<file path="src/rtl/uart_tx_fifo.sv">
// Byte FIFO plus launch sequencer feeding the UART transmitter: buffers up to
// DEPTH bytes and hands them over one at a time with a single-cycle tx_en pulse.
module uart_tx_fifo #(
  parameter  int DEPTH = 8,
  localparam int AW    = $clog2(DEPTH)
) (
  input  logic          clk_i,
  input  logic          rst_ni,
  input  logic          wr_en_i,
  input  logic [7:0]    wr_data_i,
  input  logic          fifo_clr_i,
  input  logic          tx_enable_i,
  input  logic          tx_done_i,
  output logic          tx_en_o,
  output logic [7:0]    tx_byte_o,
  output logic          full_o,
  output logic          empty_o,
  output logic [AW:0]   level_o,
  output logic          overflow_o,
  output logic          busy_o
);

  typedef enum logic [1:0] {
    S_IDLE,
    S_LAUNCH,
    S_WAIT
  } state_e;

  localparam logic [AW:0] LvlFull = (AW+1)'(DEPTH);

  logic [7:0]    mem_q [DEPTH];
  logic [AW-1:0] wptr_q, wptr_d;
  logic [AW-1:0] rptr_q, rptr_d;
  logic [AW:0]   level_q, level_d;
  logic          overflow_q, overflow_d;
  logic          done_q;
  logic          tx_en_q;
  logic [7:0]    tx_byte_q;
  state_e        state_q;

  logic full, empty, push, pop, done_rise;

  assign full      = (level_q == LvlFull);
  assign empty     = (level_q == '0);
  assign push      = wr_en_i && !full && !fifo_clr_i;
  assign pop       = (state_q == S_IDLE) && tx_enable_i && !empty && !fifo_clr_i;
  assign done_rise = tx_done_i && !done_q;

  // Clear wins over push and pop; a push while full is dropped even if a pop frees a slot.
  always_comb begin
    wptr_d     = wptr_q;
    rptr_d     = rptr_q;
    level_d    = level_q;
    overflow_d = overflow_q;
    if (fifo_clr_i) begin
      wptr_d     = '0;
      rptr_d     = '0;
      level_d    = '0;
      overflow_d = 1'b0;
    end else begin
      if (wr_en_i && full) overflow_d = 1'b1;
      if (push) wptr_d = wptr_q + 1'b1;
      if (pop)  rptr_d = rptr_q + 1'b1;
      case ({push, pop})
        2'b10:   level_d = level_q + 1'b1;
        2'b01:   level_d = level_q - 1'b1;
        default: level_d = level_q;
      endcase
    end
  end

  always_ff @(posedge clk_i or negedge rst_ni) begin
    if (!rst_ni) begin
      wptr_q     <= '0;
      rptr_q     <= '0;
      level_q    <= '0;
      overflow_q <= 1'b0;
      done_q     <= 1'b0;
    end else begin
      wptr_q     <= wptr_d;
      rptr_q     <= rptr_d;
      level_q    <= level_d;
      overflow_q <= overflow_d;
      done_q     <= tx_done_i;
    end
  end

  always_ff @(posedge clk_i) begin
    if (push) mem_q[wptr_q] <= wr_data_i;
  end

  // Launch sequencer; tx_byte is only reloaded on a pop so it stays put until done.
  always_ff @(posedge clk_i or negedge rst_ni) begin
    if (!rst_ni) begin
      state_q   <= S_IDLE;
      tx_en_q   <= 1'b0;
      tx_byte_q <= 8'h00;
    end else begin
      case (state_q)
        S_IDLE: begin
          if (pop) begin
            tx_byte_q <= mem_q[rptr_q];
            tx_en_q   <= 1'b1;
            state_q   <= S_LAUNCH;
          end
        end
        S_LAUNCH: begin
          tx_en_q <= 1'b0;
          state_q <= S_WAIT;
        end
        S_WAIT: begin
          if (done_rise) state_q <= S_IDLE;
        end
        default: begin
          tx_en_q <= 1'b0;
          state_q <= S_IDLE;
        end
      endcase
    end
  end

  assign tx_en_o    = tx_en_q;
  assign tx_byte_o  = tx_byte_q;
  assign full_o     = full;
  assign empty_o    = empty;
  assign level_o    = level_q;
  assign overflow_o = overflow_q;
  assign busy_o     = (state_q != S_IDLE);

endmodule

</file>
<file path="config.mk">
export PLATFORM = sky130hd
export DESIGN_NAME = uart_tx_fifo
export DESIGN_NICKNAME = d
export VERILOG_FILES = /design/src/rtl/uart_tx_fifo.sv
export SDC_FILE = /design/constraint.sdc
export NUM_CORES = 1
export LEC_CHECK = 0
export CAP_MARGIN = 15
export CORE_MARGIN = 1.5
export CORE_UTILIZATION = 57
export CTS_CLUSTER_DIAMETER = 60
export DETAILED_ROUTE_END_ITERATION = 10
export PLACE_DENSITY = 0.79
export SYNTH_ARGS = -nofsm -noshare
export SYNTH_HDL_FRONTEND = slang
export SYNTH_SLANG_ARGS = --single-unit
</file>
<file path="constraint.sdc">
create_clock -name clk_i -period 3.1 [get_ports clk_i]
set_clock_uncertainty 0.05 [all_clocks]
set_input_delay 0.62 -clock clk_i [delete_from_list [all_inputs] [get_ports clk_i]]
set_output_delay 0.62 -clock clk_i [all_outputs]
set_load 0.02 [all_outputs]
</file>
Yosys cells after proc, flatten, opt, wreduce, memory -nomap -nowiden
Memory sizes are Yosys's and may differ from the RTL's. A register that Yosys moved wholly into a read port is not among the register bits. Index checks and enable logic that the tools add are counted.

RAM bits: 64. Output and inout bits: 17. Flip-flop bits (word level): 15. Memories: 1. Word-level logic and storage cells: 57.

Bitwise logic cells: 1. Reductions and logical operators: 22. $add $sub $neg: 4. Equal/unequal tests: 7. Muxes and demuxes: 15.

Memory list: mem_q (depth 8, bits a word 8, rd ports 1, clocked after memory_dff 1, write ports 1, RTL line 31) `logic [7:0] mem_q [DEPTH];`.

Operator list (number): 3-bit two-way mux (4); 4-bit case mux with 2 select lines (1); 2-bit nonzero test (4); 1-bit logical AND (7); 3-bit by 1-bit adder with 3-bit output (second input constant) (2); 2-bit case mux with 3 select lines (1); 2-bit AND reduction (3); 1-bit logical NOT (5); 1-bit two-way mux (5); 4-bit by 1-bit adder with 4-bit output (second input constant) (1); 2-bit by 1-bit equality test with 1-bit output (second input constant) (2); 2-bit equality test (second input constant) (2); 4-bit equality test (second input constant) (1); 4-bit logical NOT (1); 2-bit two-way mux (2); 4-bit two-way mux (1); 2-bit inequality test (second input constant) (2); 4-bit by 1-bit subtractor with 4-bit output (second input constant) (1); 3-bit nonzero test (1); 2-bit logical NOT (1); 1-bit case mux with 2 select lines (1); 1-bit NOT (1).

Depth between registers and ports, before layout
Gate-level depths: netlist of run 1.

Depth after elaboration: 7. Gate-level depth with buffers: 10. Mapped depth without buffers: 9.

Worst setup path before layout of run 1
No wires, ideal clock.

Path type: register to register. Start: register level_q[1] (netlist: level_o[1]). End: register level_q[3] (netlist: level_o[3]). Path slack: 0.463 ns. Buffers on the path: 1. Clock period less this slack: 2.637 ns. Cell stages (with the launch flop): 11. Data arrival time: 2.448 ns. Path through: dfrtp_1 -> or4_1 -> buf_2 -> nand2_2 -> nor2_4 -> and2_1 -> ha_1 -> a21oi_1 -> a21boi_0 -> mux2i_1 -> o311ai_1.

Word-level cells in the longest chain between the ends: 7. Elaborated cells between the ends (all ways): 15.

Ends and longest elaborated chain: start, declared (RTL line 34) `logic [AW:0] level_q, level_d;`; start signal, assigned (RTL line 82) `level_q <= level_d;`; 4-bit equality test / 4-bit logical NOT (equally long branches) (RTL line 43, 44); 1-bit logical NOT, on equally long branches (RTL line 45, 46); 1-bit logical AND, on equally long branches (2 in series) (RTL line 45, 46); 2-bit by 1-bit equality test with 1-bit output / 2-bit equality test (equally long branches) (RTL line 64) `case ({push, pop})`; 4-bit case mux with 2 select lines (RTL line 64); 4-bit two-way mux (RTL line 55) `if (fifo_clr_i) begin`.

Parallel ways exist; a longest one is shown, timed or not. A chain may end at the register's enable or synchronous reset.

Final worst setup path of run 1
Start: register level_q[1] (netlist: level_o[1]). End: output empty_o.

Word-level cells in the longest chain between the ends: 1.

Ends and longest elaborated chain: 4-bit logical NOT (RTL line 44) `assign empty = (level_q == '0);`; end, declared (RTL line 17) `output logic empty_o,`.

No other way between the ends.

==> impl_metrics.yaml, run 1 <==
setup_path:
  critical_path.cell_chain: "or4_1, inv_2, clkdlybuf4s50_1"
  timing.critical_path.arrival_ns: 2.30
  critical_path.reg2reg.endpoint: "level_o[3]$_DFFE_PN0P_"
  rr_startpoint: "level_o[1]$_DFFE_PN0P_"
  timing.critical_path.to_type: "output pin"
  cpMaxStageDelayCell: "or4_1"
  path_buf_inv: 2
  worstPathMaxFanout: 6
  crit_path_required_time_ns: 2.43
  worstSetupPathDepth: 3
  critical_path_max_stage_delay_ns: 0.71
  worst_path_dominant_cell_family: "buffers and inverters"
  r2r_setup_slack_ns: 0.33
  critPathLaunchType: "register"
  worst-setup-path-type: "register to output pin"
  r2r_cells: 9
cts:
  cts_root_buf: "clkbuf_8"
  cts_hold_repair.buffers: 0
  post_cts_resize_count: 0
  htree_levels: 3
  clk_pin_slew_ns: 0.09
  cts_tree: "built"
  clock_path_buffers: 2
  cts_inserted_buffers: 9
  cts_num_sinks: 87
  cts_setup_buffers: 0
  clk_latency_ns: 0.35
timing:
  min_period_over_period_pct: 95.7
  max_slew_margin_pct: 47.2
  report.final.hold_viol_count: 0
  worstMarginPinSlew_ns: 0.792
  timing.final.setup_violations: 0
  maxSlewViolCount: 0
  maxClockFrequency_mhz: 337
  rsz0062_at_grt: "false"
  layout_min_cycle_time_ns: 2.97
  whs_ns: 0.450
  fin_tns_setup_ns: 0
yosys:
  post_synth_inst_count: 205
  postSynthNetCount: 224
  synth_async_sr_flop_share_pct: 26.4
  synth_ff_type: "edfxtp_1"
  synth_enable_flop_cells: 64
  synth.cells.most_frequent: "edfxtp_1 (64), dfrtp_1 (23), mux2_2 (15)"
  synth.largest_area_cell: "edfxtp_1"
  ys_top_cells_by_area: "edfxtp_1 (52%), dfrtp_1 (16%), mux4_1 (6.5%)"
  yosysMostFrequentCell: "edfxtp_1"
  proportion_of_synthesized_chip_area_in_sequential_cells_pct: 68.2
  ys_seq_elements: 87
  syn_area_sq_um: 3660
  syn-mean-instance-area_sq_um: 17.9
  synthDistinctLibCells: 39
  netlist.area_leader.share_pct: 52.5
  yosys_warnings: 0
die:
  initial_core_util_pct: 58.4
  die_span_y_um: 83.2
  chipWidth_um: 83.2
  design.die.area_sq_um: 6920
  io_pins: 31
  std_cell_rows: 29
  core_area_sq_um: 6280
routing:
  avgRoutedWirePerCell_um: 19.0
  drtAntennaViolNets: 0
  vias: 1976
  top_layer_used: "met4"
  met3RoutedLength_um: 389
  drc_errors: 0
  met1Wirelength_mm: 2.64
  postRouteWirelength_mm: 6.44
  met2_wirelength_mm: 3.31
  drtIter0Drc: 162
  via_cell_ratio: 5.83
  detail_route.first_pass.iterations: 4
min_path:
  hold_path_startpoint: "overflow_o$_DFFE_PN0P_"
  timing.hold.worst_endpoint: "overflow_o$_DFFE_PN0P_"
  worst_hold_path_type: "register to register"
  whs_path_depth: 2
cells_and_area:
  drive_gt1_share_pct: 26.0
  syn2layout_area_growth_pct: 20.1
  num_antenna_cells: 0
  final_nets: 276
run:
  max-cap-violations: 0
global_route:
  grt_overflow: 0
  first_global_vias: 2084
  grt.total_usage_pct: 21.2
  global_route_wire_length_before_repair_mm: 10.8
  antenna_found_initial: 0
  largest_net_degree_at_the_start_of_global_routing: 24
power_and_ir_drop:
  p_leak_uw: 0.00160
  max-vdd-ir-drop_mv: 0.613
  p_per_area_nw_per_um2: 792
outcome:
  run_status: "finished, final reports clean"
placement:
  gp_congestion: 0.836
  place.port_buffers: 30
  dp_hpwl_mm: 4.32
## worst max-delay path by stage
| stage | end | startpoint |
|---|---|---|
| after global routing | empty_o | level_o[1]$_DFFE_PN0P_ |
| after global placement | level_o[3]$_DFFE_PN0P_ | tx_enable_i |
| after floorplan | level_o[3]$_DFFE_PN0P_ | level_o[1]$_DFFE_PN0P_ |
| final | empty_o | level_o[1]$_DFFE_PN0P_ |
| after detailed placement | level_o[3]$_DFFE_PN0P_ | tx_enable_i |
| after CTS | full_o | level_o[1]$_DFFE_PN0P_ |
## sequential cells by signal, summed over array words and instances, names as in the netlist
name,cells
rptr_q,3
tx_en_o,1
state_q,2
tx_byte_o,8
level_o,4
done_q,1
wptr_q,3
mem_q,64
overflow_o,1
## per-layer routing
layer / vias up / global-route usage [%]
met5: - / 0
met4: 0 / 8.33
met3: 8 / 5.17
met2: 62 / 34.1
met1: 1002 / 28.4
li1: 904 / -
## worst min-delay path: stages, from the launching register on
cell	delay, ns
dfrtp_1	0.35
a21oi_1	0.04
nor2_1	0.07
## through the flow
step	util (%)	std cells	setup slack (ns)	total power [uW]	instance area [sq um]
2_1_floorplan	-	205	0.463	2170	3660
3_3_place_gp	65.9	323	0.303	2490	4140
3_5_place_dp	65.9	323	0.249	2520	4140
5_1_grt	70.1	339	0.0585	3650	4400
4_1_cts	70.0	339	0.0718	3510	4400
6_report	70.1	339	0.134	3490	4400
## cell usage in the layout, fill, tap and decap left out, types with 2 or more instances in the layout
cell type and count:
xor2_1 5, ha_1 4, nor2_1 12, bufinv_16 4
inv_2 2, mux2i_1 2, nand3_1 6, nor3b_2 2
mux4_1 9, nand2_1 6, nor3_1 6, clkdlybuf4s50_1 30
o211ai_1 2, buf_4 19, mux4_2 7, inv_1 3
a211oi_4 2, nand2b_1 4, mux2_2 15, dfrtp_1 23
edfxtp_1 64, o21ai_0 2, a21oi_1 7, clkbuf_8 9
## logic make-up (layout without fill, tap and decap cells)
group	after synthesis	count (layout)	synth area share [%]
compound gates	17	17	3.48
xor+xnor	5	5	1.20
fa+ha+maj	5	5	1.91
buf+inv	13	70	2.36
flops	87	87	68.2
mux	34	34	16.3
simple gates	44	44	6.56
## power breakdown
group	switching [uW]	internal (uW)
sequential	101	1380
combinational	490	515
clock	386	615
total	977	2510
## cell type report
cell class | count | area [sq um]
clock buffers | 10 | 128
clock inverters | 6 | 133
fillers | 412 | 1880
inverters | 5 | 18.8
multi-input cells | 105 | 1080
flip-flops and latches | 87 | 2500
well taps | 77 | 96.3
repair buffers | 49 | 443
(Power assumes the default switching activity.)
==> run 2: changes to the inputs <==
--- a/config.mk
+++ b/config.mk
@@ -11,6 +11,7 @@
 export CTS_CLUSTER_DIAMETER = 60
 export DETAILED_ROUTE_END_ITERATION = 10
 export PLACE_DENSITY = 0.79
+export SETUP_SLACK_MARGIN = 0.02
 export SYNTH_ARGS = -nofsm -noshare
 export SYNTH_HDL_FRONTEND = slang
 export SYNTH_SLANG_ARGS = --single-unit
==> results of run 2 <==
Final layout, timing and power as in run 1 (identical DEF).
==> run 3: changes to the inputs <==
--- a/config.mk
+++ b/config.mk
@@ -6,7 +6,7 @@
 export NUM_CORES = 1
 export LEC_CHECK = 0
 export CAP_MARGIN = 15
-export CORE_MARGIN = 1.5
+export CORE_MARGIN = 5
 export CORE_UTILIZATION = 57
 export CTS_CLUSTER_DIAMETER = 60
 export DETAILED_ROUTE_END_ITERATION = 10
==> run 3 against run 2 <==
Compared with the run above: sequential share of layout area up 0.74 points; power down 7.3%; wire length up 2.5%; worst setup slack better by 0.020 ns; first-iteration DRC count down 23%; non-clock buffer count up 3; hold slack better by 0.0070 ns; combinational power about the same; die area up 18%; global-route usage down 3.6 points; register-to-register slack worse by 0.06 ns; flip-flop and latch count unchanged.
==> impl_metrics.yaml, run 3 (synthesis results as in run 1) <==
setup_path:
  rr_startpoint: "level_o[0]$_DFFE_PN0P_"
  critical_path_max_stage_delay_ns: 0.70
  critical_path.cell_chain: "or4_1, inv_2, clkdlybuf4s50_1"
  critPathLaunchType: "register"
  worst-setup-path-type: "register to output pin"
  cpMaxStageDelayCell: "or4_1"
  timing.critical_path.arrival_ns: 2.28
  worstPathMaxFanout: 7
  critical_path.startpoint: "level_o[0]$_DFFE_PN0P_"
  crit_path_required_time_ns: 2.43
  timing.critical_path.to_type: "output pin"
run:
  max-cap-violations: 0
cts:
  cts_root_buf: "clkbuf_8"
  clock_path_buffers: 2
  cts_num_sinks: 87
  clk_latency_ns: 0.35
  cts_inserted_buffers: 9
  cts_tree: "built"
  clk_pin_slew_ns: 0.09
  htree_levels: 3
power_and_ir_drop:
  switching_power_uw: 962
  finalPower_uw: 3230
  internal_power_uw: 2270
  power.switching_fraction_pct: 29.8
  p_per_area_nw_per_um2: 744
  p_leak_uw: 0.00159
  p_comb_share_pct: 31.5
  clock_power_share_pct: 22.6
  max-vdd-ir-drop_mv: 0.593
  power_frac_seq_pct: 45.9
cells_and_area:
  layout_commonest_cell: "edfxtp_1"
  num_antenna_cells: 0
  final_nets: 279
  syn2layout_area_growth_pct: 18.5
  largest_reg_flops: 64
  fill_cells: 410
  finalNonFillerCells: 342
  final_core_occ_pct: 68.8
  most_frequent_cells_in_the_layout: "edfxtp_1 (64), clkdlybuf4s50_1 (30), dfrtp_1 (23)"
  drive_gt1_share_pct: 26.4
  registers.top_by_ff_count: "mem_q"
  post-route-cell-area_sq_um: 4340
die:
  io_pins: 31
  chipWidth_um: 90.2
  design.die.area_sq_um: 8130
  std_cell_rows: 29
  core_area_sq_um: 6310
  initial_core_util_pct: 58.0
  die_span_y_um: 90.2
timing:
  worstMarginPinSlew_ns: 0.731
  timing.final.setup_violations: 0
  maxClockFrequency_mhz: 339
  max_slew_margin_pct: 51.3
  maxSlewViolCount: 0
  min_period_over_period_pct: 95.0
  rsz0062_at_grt: "false"
  report.final.hold_viol_count: 0
  fin_tns_setup_ns: 0
  layout_min_cycle_time_ns: 2.95
routing:
  via_cell_ratio: 5.69
  postRouteWirelength_mm: 6.60
  drc_errors: 0
  drtAntennaViolNets: 0
  vias: 1947
  detail_route.first_pass.iterations: 4
  drtIter0Drc: 124
  avgRoutedWirePerCell_um: 19.3
placement:
  gp_congestion: 0.785
  place.port_buffers: 30
  dp_hpwl_mm: 4.53
  post-place-cells: 326
  detailed_place.area_sq_um: 4160
global_route:
  grt_overflow: 0
  largest_net_degree_at_the_start_of_global_routing: 24
  antenna_found_initial: 0
  first_global_vias: 2069
  global_route_wire_length_before_repair_mm: 10.8
  grt.total_usage_pct: 17.7
min_path:
  hold_path_startpoint: "tx_byte_o[7]$_DFFE_PN0P_"
  worst_hold_path_type: "register to register"
outcome:
  run_status: "finished, final reports clean"
[run 3: critical path: cells and delay by family (launching register included)]
family | cells | cell delay (ns)
buf+inv | 2 | 0.76
flops | 1 | 0.47
simple gates | 1 | 0.70
[run 3: power by group through the flow]
stage / combinational [uW] / clock, uW / sequential, uW
floorplan: 589 / 0 / 1580
global placement: 998 / 0 / 1510
detailed placement: 1020 / 0 / 1510
CTS: 1030 / 748 / 1490
global route: 1100 / 823 / 1510
finish: 1020 / 731 / 1480
[run 3: stage by stage]
| step | worst slack [ns] | hold WS, ns |
|---|---|---|
| floorplan | 0.463 | 0.274 |
| global placement | 0.323 | 0.442 |
| detailed placement | 0.204 | 0.451 |
| CTS | 0.0740 | 0.463 |
| global route | 0.0610 | 0.487 |
| finish | 0.154 | 0.457 |
[run 3: layer usage]
metal  vias up  wire (um)  GRT usage (%)
li1        909          -              -
met1       977       2910           23.0
met4         0         76           5.96
met2        56       3300           29.0
met3         5        311           4.59
met5         -          0              0
[run 3: layout make-up]
type	instances	area, sq um	area share (%)
clock buffer	11	131	3.03
clock inverter	5	50.0	1.15
inverter	5	18.8	0.432
multi-input combinational	105	1080	24.9
sequential	87	2500	57.5
tap	77	96.3	2.22
timing repair buffer	52	465	10.7
[run 3: final timing paths]
check / endpoint / slack (ns) / cells after the start
min in group asynchronous: tx_en_o$_DFFE_PN0P_ / 0.58 / 2
max in group asynchronous: tx_byte_o[1]$_DFFE_PN0P_ / 2.17 / 2
min reg2reg: tx_byte_o[7]$_DFFE_PN0P_ / 0.46 / 1
max: empty_o / 0.15 / 3
max reg2reg: level_o[3]$_DFFE_PN0P_ / 0.27 / 9
min: tx_byte_o[7]$_DFFE_PN0P_ / 0.46 / 1
[run 3: what timing repair did]
item	4_1_cts	5_1_grt
gates resized for setup	0	1
setup buffers	0	0
endpoints found under the setup margin	0	1
hold buffers	0	0
